File: config.mk
export PLATFORM = sky130hd
export DESIGN_NAME = if_fetch_queue
export DESIGN_NICKNAME = d
export VERILOG_FILES = /design/src/rtl/if_fetch_queue.sv
export SDC_FILE = /design/constraint.sdc
export NUM_CORES = 1
export LEC_CHECK = 0
export CORE_MARGIN = 3
export CORE_UTILIZATION = 55
export CTS_CLUSTER_DIAMETER = 120
export CTS_CLUSTER_SIZE = 28
export DETAILED_ROUTE_END_ITERATION = 8
export PLACE_DENSITY = 0.91
export REMOVE_ABC_BUFFERS = 1
export SLEW_MARGIN = 25
export SYNTH_ARGS = -nofsm -noshare
export SYNTH_HDL_FRONTEND = slang
export SYNTH_SLANG_ARGS = --single-unit
File: constraint.sdc
create_clock -name clk -period 4.3 [get_ports clk]
set_input_delay 0.645 -clock clk [delete_from_list [all_inputs] [get_ports clk]]
set_output_delay 0.645 -clock clk [all_outputs]
set_load 0.02 [all_outputs]
File: src/rtl/if_fetch_queue.sv
// Instruction fetch queue between if_stage and decode: a DEPTH-entry circular
// buffer of {PC, NPC, IR}, flushed by a taken branch. Optional macro FETCHQ_BYPASS_EN
// forwards a fetch straight to decode when the queue is empty and decode is ready.
module if_fetch_queue #(
    parameter int          DEPTH    = 4,
    parameter logic [31:0] NOP_INST = 32'h0000_0013
) (
    input  logic                       clk,
    input  logic                       rst,
    input  logic [31:0]                if_PC_out,
    input  logic [31:0]                if_NPC_out,
    input  logic [31:0]                if_IR_out,
    input  logic                       if_valid_inst_out,
    input  logic                       ex_take_branch_out,
    input  logic                       id_ready,
    output logic                       fetch_stall,
    output logic [31:0]                id_PC_out,
    output logic [31:0]                id_NPC_out,
    output logic [31:0]                id_IR_out,
    output logic                       id_valid_inst_out,
    output logic [$clog2(DEPTH):0]     fq_count
);

    localparam int PW = $clog2(DEPTH);
    localparam int CW = PW + 1;

    logic [31:0]   r_pc_mem  [DEPTH];
    logic [31:0]   r_npc_mem [DEPTH];
    logic [31:0]   r_ir_mem  [DEPTH];
    logic [PW-1:0] r_wr_ptr;
    logic [PW-1:0] r_rd_ptr;
    logic [CW-1:0] r_count;

    logic w_full;
    logic w_empty;
    logic w_bypass;
    logic w_push;
    logic w_pop;

    assign w_full  = (r_count == CW'(DEPTH));
    assign w_empty = (r_count == '0);

`ifdef FETCHQ_BYPASS_EN
    assign w_bypass = w_empty & if_valid_inst_out & id_ready & ~ex_take_branch_out;
`else
    assign w_bypass = 1'b0;
`endif

    // Push is gated by the registered full flag only, so the stall never
    // depends combinationally on id_ready.
    assign w_push = if_valid_inst_out & ~w_full & ~ex_take_branch_out & ~w_bypass;
    assign w_pop  = ~w_empty & ~ex_take_branch_out & id_ready;

    assign fetch_stall = w_full;
    assign fq_count    = r_count;

    // NOTE: storage carries no reset; an entry is only ever read after it has
    // been written, and leaving it out keeps the array in plain RAM cells.
    always_ff @(posedge clk) begin
        if (w_push) begin
            r_pc_mem[r_wr_ptr]  <= if_PC_out;
            r_npc_mem[r_wr_ptr] <= if_NPC_out;
            r_ir_mem[r_wr_ptr]  <= if_IR_out;
        end
    end

    // NOTE: sequential state uses non-blocking assignments so every register
    // samples pre-edge values regardless of statement order.
    always_ff @(posedge clk) begin
        if (rst || ex_take_branch_out) begin
            r_wr_ptr <= '0;
            r_rd_ptr <= '0;
            r_count  <= '0;
        end else begin
            if (w_push) r_wr_ptr <= r_wr_ptr + PW'(1);
            if (w_pop)  r_rd_ptr <= r_rd_ptr + PW'(1);
            case ({w_push, w_pop})
                2'b10:   r_count <= r_count + CW'(1);
                2'b01:   r_count <= r_count - CW'(1);
                default: r_count <= r_count;
            endcase
        end
    end

    // NOTE: every output gets a default first so no latch is inferred.
    always_comb begin
        id_valid_inst_out = 1'b0;
        id_PC_out         = '0;
        id_NPC_out        = '0;
        id_IR_out         = NOP_INST;
        if (!ex_take_branch_out) begin
            if (!w_empty) begin
                id_valid_inst_out = 1'b1;
                id_PC_out         = r_pc_mem[r_rd_ptr];
                id_NPC_out        = r_npc_mem[r_rd_ptr];
                id_IR_out         = r_ir_mem[r_rd_ptr];
            end else if (w_bypass) begin
                id_valid_inst_out = 1'b1;
                id_PC_out         = if_PC_out;
                id_NPC_out        = if_NPC_out;
                id_IR_out         = if_IR_out;
            end
        end
    end

endmodule

==> flow_metrics.env <==
export IMPL_status="finished, final reports clean"
export IMPL_arrival_ns=2.98
export IMPL_htree_levels=1
export IMPL_rows=59
export IMPL_totalPowerFinal_mw=6.51
export IMPL_slew_viol_final=0
export IMPL_antenna_found_initial=1
export IMPL_die_y_um=171
export IMPL_ys_seq_elements=393
export IMPL_cts_buffers=18
export IMPL_grt_setup_unrepaired="false"
export IMPL_grt_pass1_vias=7642
export IMPL_pin_count=202
export IMPL_grt_max_degree=57
export IMPL_synth_compound_area_share_pct=0.401
export IMPL_required_ns=3.65
export IMPL_peakVddDrop_v=0.000305
export IMPL_dieArea_um2=29200
export IMPL_ant_nets=0
export IMPL_overflow=0
export IMPL_crit_path_end_kind="output pin"
export IMPL_grt_pass1_wl_um=43100
export IMPL_synth_cell_types=22
export IMPL_clock_power_share_pct=29.3
export IMPL_combPwrFrac_pct=4.9
export IMPL_fin_skew_ns=0.0327
export IMPL_post_route_util_pct=68.2
export IMPL_synth_top_family_by_area="multiplexers"
export IMPL_worst_setup_path_type="flip-flop to output pin"
export IMPL_slew_headroom_pct=53.8
export IMPL_hold_violations=0
export IMPL_dr_pass1_iters=5
export IMPL_r2r_worst_path_cells=10
export IMPL_tightest_slew_ns=0.693
export IMPL_path_delay_family="buffers and inverters"
export IMPL_reg2reg_from="fq_count[2]$_SDFFE_PP0P_"
export IMPL_fin_crit_ns=3.63
export IMPL_post_route_drc_count=0
export IMPL_synth_avg_cell_area_um2=22.5
export IMPL_worstHoldPathType="flip-flop to flip-flop"
export IMPL_seqPwrFrac_pct=65.7
export IMPL_pre_cts_ws_ns=0.994
export IMPL_cpMaxStageDelayCell="dfxtp_4"
export IMPL_switching_power_mw=1.24
export IMPL_p_leak_nw=5.56
export IMPL_gp_congestion=0.711
export IMPL_power_per_cell_area_nw_per_um2=361
export IMPL_post_cts_buffers=0
export IMPL_via_per_inst=5.83
export IMPL_vias=7091
export IMPL_drt_total_wl_um=28000
export IMPL_portBuffers=201
export IMPL_die_w_um=171
export IMPL_power_internal_mw=5.26
export IMPL_mostFrequentLayoutCells="384 x edfxtp_1, 201 x clkdlybuf4s50_1, 96 x mux4_2"
export IMPL_cts_clk_slew_worst_paths_ns=0.10
export IMPL_ys_seq_area_share_pct=78.3
export IMPL_rrSetupSlack_ns=1.75
export IMPL_holdCritStartpoint="r_rd_ptr[1]$_SDFFE_PP0P_"
export IMPL_switching_share_pct=19.1
export IMPL_holdWs_ns=0.514
export IMPL_path_max_fanout=32
export IMPL_setup_viol=0
export IMPL_core_um2=26400
export IMPL_drive_above_1_share_pct=16.7
export IMPL_max_cap_violations=0
export IMPL_slowest_delay_ns=0.81
export IMPL_worstPathCellList="buf_12 -> mux4_2 -> and2_1 -> clkdlybuf4s50_1"
export IMPL_period_share_pct=84.3
export IMPL_fin_tns_setup_ns=0
export IMPL_final_common_cell="edfxtp_1"
export IMPL_yosys_area_share_simple_pct=4.79
export IMPL_clock_sinks=393
export IMPL_r2r_end="fq_count[2]$_SDFFE_PP0P_"
export IMPL_cts_hold_buffers_added=0
export IMPL_fin_nets=982
export IMPL_cts_tree="done"
export IMPL_syn_inst=666
export IMPL_worstHoldPathCells=2
export IMPL_synth_fa_ha_area_share_pct=0.552
export IMPL_cp_start_kind="flip-flop"
export IMPL_fmax_mhz=276
export IMPL_synth_cell_area_um2=15000
export IMPL_clk_latency_ns=0.51
export IMPL_path_buf_inv=2
export IMPL_fin_ws_ns=0.673
export IMPL_start_util_pct=56.6
export IMPL_avgRoutedWirePerCell_um=23.0
export IMPL_ctsResizeCount=0
export IMPL_clk_path_buf_depth=3
export IMPL_track_usage_pct=19.3
export IMPL_cts_root_buffer="clkbuf_16"
export IMPL_synthXorXnorAreaFrac_pct=0.117
export IMPL_yosys_warnings=0
export IMPL_initialDrtViolationCount=522
export IMPL_syn2layout_area_growth_pct=20.4
export IMPL_diodes=0
export IMPL_place_hpwl_um=17800
export IMPL_synthMuxAreaShare_pct=14.4
## registers in the layout (all words and copies together) (netlist names), named ones only
register and flops:
r_npc_mem 128, r_rd_ptr 2, fq_count 3, r_wr_ptr 2
r_pc_mem 128, r_ir_mem 128
## cell usage after synthesis (all sizes together)
master    n  area, µm²
a21oi     7       35.0
and2     97        607
buf      18        128
clkbuf   15       56.3
dfxtp     9        180
edfxtp  384      11500
fa        1       20.0
ha        5       62.6
inv       8       30.0
mux4     96       2160
nand2b    1       6.26
nand3     2       10.0
nand3b    1       7.51
nor2      5       18.8
nor3      2       15.0
o21ai     5       25.0
or2       1       6.26
or3       6       37.5
or3b      1       8.76
xor2      2       17.5
## final cells by class
cell class	count	area [µm²]
clock buffers	26	502
clock inverters	1	30.0
fillers	1651	8410
inverters	8	30.0
multi-input cells	232	3060
flip-flops and latches	393	11700
well taps	335	419
repair buffers	222	2260
## worst register-to-register path, delay by kind of cell, from the launching register on
family                     cells  cell delay (ns)
and+or+nand+nor                3             0.92
buffers and inverters          3             0.28
AOI/OAI and AO/OA              1             0.13
xor gates and xnor gates       1             0.17
adders and majority gates      2             0.55
DFF                            1             0.45
## per-layer routing
layer,part of all wire (%),vias to the layer above,global-route usage [%]
li1,-,3103,-
met1,40,3693,26.0
met2,52,247,33.0
met3,5.8,46,3.37
met4,2.3,2,5.46
met5,0.061,-,0
## power by group through the flow
stage	clock, mW	combinational [mW]	sequential, mW
finish	1.91	0.319	4.28
floorplan	0	0.115	4.37
detailed placement	0	0.321	4.37
global route	2.09	0.343	4.28
global placement	0	0.309	4.36
CTS	1.96	0.323	4.28
## cell families (layout without fill, tap and decap cells)
logic type      count (synthesis)  after routing
flops                         393            393
compound gates                 12             12
simple gates                  116            116
xor+xnor                        2              2
mux                            96             96
fa+ha+maj                       6              6
buf+inv                        41            257
## how the worst max path moves through the flow
stage | startpoint | endpoint | cells past startpoint
3_5_place_dp | ex_take_branch_out | id_IR_out[20] | 5
5_1_grt | flip-flop | id_PC_out[15] | 4
6_report | flip-flop | id_IR_out[20] | 4
3_3_place_gp | ex_take_branch_out | id_IR_out[27] | 5
2_1_floorplan | flip-flop | id_IR_out[0] | 2
4_1_cts | flip-flop | id_IR_out[20] | 4
## metrics by stage
stage | std cells | area [µm²]
detailed placement | 1190 | 17500
floorplan | 633 | 14800
finish | 1217 | 18000
global route | 1217 | 18000
CTS | 1217 | 18000
global placement | 1190 | 17500
Power figures use the tool's default switching activity.
